File: config.mk
export PLATFORM = sky130hd
export DESIGN_NAME = magic_ctl
export DESIGN_NICKNAME = d
export VERILOG_FILES = /design/src/rtl/magic_ctl.sv
export SDC_FILE = /design/constraint.sdc
export NUM_CORES = 1
export LEC_CHECK = 0
export CAP_MARGIN = 25
export CELL_PAD_IN_SITES_DETAIL_PLACEMENT = 0
export CELL_PAD_IN_SITES_GLOBAL_PLACEMENT = 1
export CORE_ASPECT_RATIO = 0.5
export CORE_MARGIN = 8
export CORE_UTILIZATION = 39
export DETAILED_ROUTE_END_ITERATION = 10
export PLACE_DENSITY_LB_ADDON = 0.15
export SYNTH_ARGS = -nofsm -noshare
export SYNTH_HDL_FRONTEND = slang
export SYNTH_SLANG_ARGS = --single-unit
File: constraint.sdc
create_clock -name clk28 -period 2.6 [get_ports clk28]
set_input_delay 0.39 -clock clk28 [delete_from_list [all_inputs] [get_ports clk28]]
set_output_delay 0.39 -clock clk28 [all_outputs]
set_load 0.005 [all_outputs]
File: src/rtl/magic_ctl.sv
// magic_ctl: prioritised NMI entry, magic-ROM mapping with signature
// check and exit/re-enter traps, plus a byte-wide config register file.
module magic_ctl #(
  parameter int                   NUM_SRC      = 4,
  parameter int                   NUM_CFG      = 16,
  parameter logic [NUM_CFG*8-1:0] CFG_RESET    = {NUM_CFG{8'h00}},
  parameter logic [7:0]           SIG_OPCODE   = 8'hEB,
  parameter logic [15:0]          NMI_VEC      = 16'h0066,
  parameter logic [15:0]          EXIT_ADDR    = 16'hF000,
  parameter logic [15:0]          REENTER_ADDR = 16'hF008,
  parameter logic [7:0]           CFG_PORT     = 8'hFF
) (
  input  logic                   clk28,
  input  logic                   rst_n,
  input  logic [15:0]            a,
  input  logic [7:0]             d,
  input  logic                   mreq,
  input  logic                   ioreq,
  input  logic                   m1,
  input  logic                   rd,
  input  logic                   wr,
  input  logic                   n_int,
  input  logic                   n_int_next,
  input  logic [NUM_SRC-1:0]     nmi_req,
  input  logic [7:0]             status_in,
  output logic                   n_nmi,
  output logic                   magic_mode,
  output logic                   magic_map,
  output logic [2:0]             cause,
  output logic [NUM_CFG*8-1:0]   cfg,
  output logic [7:0]             d_out,
  output logic                   d_out_active
);

  typedef enum logic [3:0] {
    BOOT_MAP,
    DISABLED,
    IDLE,
    NMI_PEND,
    CHECK,
    MAPPED,
    UNMAP_EXIT,
    UNMAP_REENTER,
    REENTER_WAIT
  } state_e;

  state_e               state_q, state_d;
  logic                 seen_q, seen_d;
  logic                 match_q, match_d;
  logic                 n_nmi_q, n_nmi_d;
  logic                 mode_q, mode_d;
  logic                 map_q, map_d;
  logic [2:0]           cause_q, cause_d;
  logic [NUM_CFG*8-1:0] cfg_q, cfg_d;
  logic [7:0]           d_out_q, d_out_d;
  logic                 act_q, act_d;

  logic       fetch;
  logic       int_fall;
  logic [2:0] win;
  logic [7:0] idx;
  logic       idx_ok;
  logic       port_hit;
  logic       wr_hit;
  logic       rd_hit;
  logic [7:0] rd_cfg;

  assign fetch    = mreq & m1 & rd;
  assign int_fall = n_int & ~n_int_next;
  assign idx      = a[15:8];
  assign idx_ok   = {1'b0, idx} < 9'(NUM_CFG);
  assign port_hit = a[7:0] == CFG_PORT;
  assign wr_hit   = map_q & ioreq & wr & port_hit & idx_ok;
  assign rd_hit   = map_q & ioreq & rd & port_hit;

  // Lowest set bit wins: scan from the top so bit 0 overrides last.
  always_comb begin
    win = '0;
    for (int i = NUM_SRC - 1; i >= 0; i--) begin
      if (nmi_req[i]) win = 3'(i);
    end
  end

  always_comb begin
    rd_cfg = '0;
    for (int i = 0; i < NUM_CFG; i++) begin
      if (idx == 8'(i)) rd_cfg = cfg_q[8*i +: 8];
    end
  end

  always_comb begin
    cfg_d = cfg_q;
    for (int i = 0; i < NUM_CFG; i++) begin
      if (wr_hit && idx == 8'(i)) cfg_d[8*i +: 8] = d;
    end
  end

  always_comb begin
    d_out_d = d_out_q;
    act_d   = 1'b0;
    if (rd_hit) begin
      unique case (1'b1)
        idx_ok: begin
          d_out_d = rd_cfg;
          act_d   = 1'b1;
        end
        idx == 8'hFE: begin
          d_out_d = {n_nmi_q, mode_q, 3'b000, cause_q};
          act_d   = 1'b1;
        end
        idx == 8'hFF: begin
          d_out_d = status_in;
          act_d   = 1'b1;
        end
        default: act_d = 1'b0;
      endcase
    end
  end

  always_comb begin
    state_d = state_q;
    seen_d  = seen_q;
    match_d = match_q;
    n_nmi_d = n_nmi_q;
    mode_d  = mode_q;
    map_d   = map_q;
    cause_d = cause_q;
    unique case (state_q)
      BOOT_MAP, CHECK: begin
        // Latch the first fetch, commit once that fetch strobe ends.
        if (fetch) begin
          if (!seen_q) begin
            seen_d  = 1'b1;
            match_d = d == SIG_OPCODE;
          end
        end else if (seen_q) begin
          seen_d = 1'b0;
          if (match_q) begin
            state_d = MAPPED;
          end else begin
            state_d = (state_q == BOOT_MAP) ? DISABLED : IDLE;
            map_d   = 1'b0;
            mode_d  = 1'b0;
          end
        end
      end
      DISABLED: state_d = DISABLED;
      IDLE: begin
        if (int_fall && |nmi_req) begin
          cause_d = win;
          n_nmi_d = 1'b0;
          mode_d  = 1'b1;
          state_d = NMI_PEND;
        end
      end
      NMI_PEND: begin
        if (m1 && mreq && a == NMI_VEC) begin
          n_nmi_d = 1'b1;
          map_d   = 1'b1;
          seen_d  = 1'b0;
          state_d = CHECK;
        end
      end
      MAPPED: begin
        if (mreq && rd && a == EXIT_ADDR) begin
          mode_d  = 1'b0;
          state_d = UNMAP_EXIT;
        end else if (mreq && rd && a == REENTER_ADDR) begin
          state_d = UNMAP_REENTER;
        end
      end
      UNMAP_EXIT: begin
        if (!mreq) begin
          map_d   = 1'b0;
          state_d = IDLE;
        end
      end
      UNMAP_REENTER: begin
        if (!mreq) begin
          map_d   = 1'b0;
          state_d = REENTER_WAIT;
        end
      end
      REENTER_WAIT: begin
        if (m1 && mreq) begin
          map_d   = 1'b1;
          state_d = MAPPED;
        end
      end
      default: state_d = BOOT_MAP;
    endcase
  end

  always_ff @(posedge clk28 or negedge rst_n) begin
    if (!rst_n) begin
      state_q <= BOOT_MAP;
      seen_q  <= 1'b0;
      match_q <= 1'b0;
      n_nmi_q <= 1'b1;
      mode_q  <= 1'b1;
      map_q   <= 1'b1;
      cause_q <= 3'd0;
      cfg_q   <= CFG_RESET;
      d_out_q <= 8'hFF;
      act_q   <= 1'b0;
    end else begin
      state_q <= state_d;
      seen_q  <= seen_d;
      match_q <= match_d;
      n_nmi_q <= n_nmi_d;
      mode_q  <= mode_d;
      map_q   <= map_d;
      cause_q <= cause_d;
      cfg_q   <= cfg_d;
      d_out_q <= d_out_d;
      act_q   <= act_d;
    end
  end

  assign n_nmi        = n_nmi_q;
  assign magic_mode   = mode_q;
  assign magic_map    = map_q;
  assign cause        = cause_q;
  assign cfg          = cfg_q;
  assign d_out        = d_out_q;
  assign d_out_active = act_q;

endmodule

Word level (Yosys, flattened, before mapping)
Cells that the tools add are included.
- flip-flop bits (word level): 149
- bits in latches: 0
- bits in writable memories: 0
- memory bits (read-only): 0
- input port bits: 45
- output and inout port bits: 143
- word-level logic and storage cells: 169
- memories kept: 0
- add/sub/neg operators: 0
- multiply operators: 0
- div/mod/pow operators: 0
- magnitude comparators: 1
- eq/ne operators: 41
- shift-type cells: 0
- multiplexer cells: 50
- bitwise gates (word level): 11
- reductions and logical operators: 41
- operators by type and width (cell ; count):
    $mux 8 ; 16
    $eq 8x4->1 const B ; 8
    $mux 4 ; 9
    $eq 16x16->1 const B ; 2
    $eq 8x3->1 const B ; 4
    $eq 8x8->1 const B ; 4
    $pmux 4 s8 ; 1
    $pmux 8 s3 ; 1
    $logic_and 1x1->1 ; 22
    $ne 2x2->1 const B ; 10
    $eq 16x7->1 const B ; 1
    $eq 4x3->1 const B ; 4
    $eq 8x2->1 const B ; 2
    $mux 1 ; 13
    $mux 2 ; 5
    $and 1x1->1 ; 9
    $eq 4x2->1 const B ; 2
    $eq 8x1->1 const B ; 1
    $logic_not 8->1 ; 1
    $lt 8x5->1 const B ; 1
    $reduce_and 8->1 ; 1
    $reduce_and 7->1 ; 1
    $reduce_and 2->1 ; 3
    $reduce_and 3->1 ; 2
    other kinds (16) ; 21

Longest topological paths before layout
- depth after elaboration: 18
- mapped depth: 10
- mapped depth without buffers: 6

Worst setup path before layout
Ideal clock, no wire load.
- path kind: input to register
- start point: in a[11]
- end point: reg mode_q (netlist: magic_mode)
- setup time: 0.077 ns
- arrival: 2.323 ns
- path slack: 0.200 ns
- cell stages on the path: 6
- path buffers: 1
- path through: buf_6 -> or4_4 -> or4_4 -> or4_4 -> mux2_2 -> a21o_1
- longest elaborated chain between the ends: 4
- RTL lines (item ; RTL line ; text):
    start: declaration ; 15 ; input logic [15:0] a,
    $eq 16x16->1 ; 165 ; if (mreq && rd && a == EXIT_ADDR) begin
    $logic_and 1x1->1 ; 165 ;
    $ne 2x2->1 (no line) ; n/a ;
    $reduce_and 6->1 (no line) ; n/a ;
    end signal: assignment ; 211 ; mode_q <= mode_d;
    end: declaration ; 51 ; logic mode_q, mode_d;
Every way passes these cells.
A chain may end at the register's enable or synchronous reset.

Final worst setup path
- start point: in a[9]
- end point: reg state_q[1]
- longest elaborated chain between the ends: 4
- RTL lines (item ; RTL line ; text):
    $eq 16x16->1, or another cell as far along ; 165 ;
    $logic_and 1x1->1, on equally long branches ; 165, 157, 168 ;
    $ne 3x3->1 (no line), or another cell as far along ; n/a ;
    $reduce_and 8->1 (no line) / $pmux 4 s8 (equally long branches) ; n/a ;
    end signal: assignment ; 207 ; state_q <= state_d;
    end: declaration ; 47 ; state_e state_q, state_d;
Several ways; a longest one is shown, not always the timed one.

==> reports/qor.csv <==
metric,value,unit
groute.usage.overall,24.4,%
rows,36,
timing.hold.worst.start,d_out[0],
yosys_warnings,0,
timing.max_slew.rel_slack,43.9,%
placeableCoreArea,19200,µm²
async_flop_share,100,%
timing.hold.worst_path_depth,2,
worst_r2r_path_depth,8,
r2r_slack,0.39,ns
maxCapViolations,0,
fin_cells,1230,
outcome,completed,
crit_type,in2reg,
crit_top_cell,or4_4,
cell_type_with_the_highest_aggregate_area_in_the_netlist,dfrtp_1,
detail-route-antenna-nets,0,
end_kind,register,
wl_cell,24.0,µm
synth-seq-area-share,49.2,%
htree_levels,4,
cell_count_post_placement,1195,
type_of_the_worst_min_delay_path,reg2reg,
synth.area.top_cells,"dfrtp_1, mux2_2, dfstp_2",
power.total,5.93,mW
tritoncts_buffer_count,17,
synthesis.area_per_instance,11.1,µm²
place_hpwl,22200,µm
synth_ff_type,dfrtp_1,
timing.hold.worst_endpoint,d_out[0],
antenna_found_initial,0,
grt_first_pass_wirelength,44800,µm
total_congestion_overflow,0,
r2r_end,cfg[65],
chipHeight,114,µm
postRouteWirelength,29500,µm
ctsRootBufferMaster,clkbuf_16,
finish.net_count,997,
drc_errors,0,
crit_arrival,2.93,ns
finalClockSkew,0.00930,ns
timing.final.hold_violations,0,
synth_top_area_share,45.4,%
p_per_area,536,nW/µm²
starting_density_of_the_core,39.3,%
timing.critical_path.cells,clkdlybuf4s50_1 -> or4_4 -> or4_4 -> o31ai_2 -> nand4_1 -> buf_4 -> o22ai_1 -> a22o_1,
portBuffers,186,
fin_crit,2.57,ns
design.portCount,188,
cell_class_contributing_the_biggest_share_of_worst_path_delay,simple AND/OR/NAND/NOR gates,
route.detailed.vias_per_inst,5.59,
finalSetupViolations,0,
cts_buffer_depth,2,
worstPathRequired,2.97,ns
gp_congestion,0.900,
maxSlewViolCount,0,
clkLatencyLatePin,0.43,ns
synthesis.area,7560,µm²
first_global_vias,7139,
netlist-cell-type-count,59,
crit_buf_inv,2,
die_area,24400,µm²
num_antenna_cells,0,
slowest_stage,or4_4,
die_width,213,µm
synthesis.nets,724,
cts.clk_slew.worst_paths,0.06,ns
ys_ff_latch,148,
tritoncts,done,
area_growth_syn_to_layout,46.4,%
post_synth_inst_count,679,
number_of_sinks_on_the_clock_net,148,
timing.fmax,389,MHz
final_layout_size_suffix_gt1_share,31.4,%
vdd_ir_drop_max,433,µV
num-fill-cells,1696,
leakage_power,4.93,nW
slowest_delay,0.58,ns
first_drt_pass_iteration_count,5,
layout_worst_path_cycle_share,98.8,%
worstReg2RegStart,magic_map,
grt_max_degree,66,
cp_max_fanout,6,
timing_worst_slew_pin_value,0.840,ns
route.vias.total,6878,
drt-initial-drc-count,547,
synth-edff-count,0,
worstSetupStartpointType,primary input,
-- layout by cell type, fill, tap and decap left out, drive strengths merged, types with 8 or more instances in the layout --
cell,Yosys,layout
a21oi,33,33
a22oi,10,10
and3,9,9
buf,11,112
clkbuf,32,20
clkdlybuf4s50,0,184
dfrtp,137,137
dfstp,11,11
inv,8,11
mux2,142,142
mux2i,13,13
nand2,42,42
nand2b,8,8
nand3,23,23
nor2,38,38
nor2b,10,10
nor3,12,12
o21ai,31,31
o22ai,10,10
-- metrics by stage --
step	setup TNS, ns	instance area, µm²	utilization (%)	setup slack, ns	hold slack [ns]
after CTS	0	11000	57.4	0.110	0.489
after global placement	-12.88	10400	54.2	-0.271	0.411
after floorplan	0	7560	-	0.200	0.0944
final	0	11100	57.5	0.0316	0.485
after detailed placement	-14.46	10400	54.2	-0.311	0.417
after global routing	-0.0929	11100	57.5	-0.0608	0.520
-- worst register-to-register path, stage by stage (launching register included) --
cell,delay (ns)
dfstp_2,0.54
nand2_1,0.07
nor4_1,0.28
buf_4,0.20
and3_1,0.22
buf_12,0.15
nand3_1,0.14
buf_4,0.21
mux2_2,0.27
-- worst max-delay path by stage --
stage | start | end | slack (ns) | cells past startpoint
after global placement | a[13] | cfg[99] | -0.27 | 8
after CTS | a[13] | d_out[4] | 0.11 | 9
final | a[9] | state_q[1] | 0.03 | 8
after floorplan | a[11] | magic_mode | 0.20 | 6
after global routing | a[9] | state_q[1] | -0.06 | 8
after detailed placement | a[9] | state_q[0] | -0.31 | 7
-- cell type report --
| type | instances | area [µm²] | area share [%] |
|---|---|---|---|
| clock buffers | 20 | 447 | 4.04 |
| clock inverters | 11 | 151 | 1.37 |
| inverters | 9 | 33.8 | 0.305 |
| multi-input cells | 479 | 3640 | 32.9 |
| flip-flops and latches | 148 | 3720 | 33.6 |
| well taps | 266 | 333 | 3.01 |
| repair buffers | 297 | 2740 | 24.8 |
-- Yosys cell counts (4+ instances only) --
cell type	count
and3_1	9
o22a_1	4
a22o_1	7
mux2i_1	13
nand4_1	7
nor3_1	9
nor4_1	5
o22ai_1	10
a21oi_1	33
nor2b_1	10
nand2b_1	8
inv_1	8
dfrtp_1	137
a221oi_1	6
mux2_2	142
nor2_1	38
o211ai_1	5
a22oi_1	10
a211oi_1	7
o21ai_0	31
or3_1	4
nand3_1	23
buf_2	6
dfstp_2	11
nand2_1	42
a32oi_1	6
clkbuf_1	32
a31oi_1	4
-- sequential cells by signal, summed over array words and instances, names as in the netlist --
signal	flops
d_out	8
match_q	1
state_q	4
d_out_active	1
seen_q	1
magic_map	1
n_nmi	1
cfg	128
cause	2
magic_mode	1
-- repair_timing --
item,4_1_cts,5_1_grt
endpoints found under the setup margin,0,2
setup buffers,0,3
hold buffers,1,0
endpoints found under the hold margin,45,0
gates resized for setup,0,1
-- cell families after synthesis --
| family | after synthesis | synth area share (%) |
|---|---|---|
| AOI/OAI and AO/OA | 151 | 13.4 |
| other | 1 | 0.0496 |
| muxes | 155 | 22.9 |
| buffers and inverters | 52 | 2.83 |
| and+or+nand+nor | 172 | 11.6 |
| DFF | 148 | 49.2 |
-- layer usage --
| layer | vias up | GRT usage [%] | share of wire [%] |
|---|---|---|---|
| met3 | 34 | 5.57 | 6.6 |
| met5 | - | 0 | 0 |
| met4 | 0 | 6.40 | 1.5 |
| met2 | 239 | 36.6 | 44 |
| li1 | 3108 | - | - |
| met1 | 3497 | 35.0 | 48 |
-- report_power, final --
group	switching, mW	internal [mW]
logic	0.451	0.403
registers	0.115	2.39
clock network	1.04	1.54
total	1.60	4.33
(Power assumes the default switching activity.)
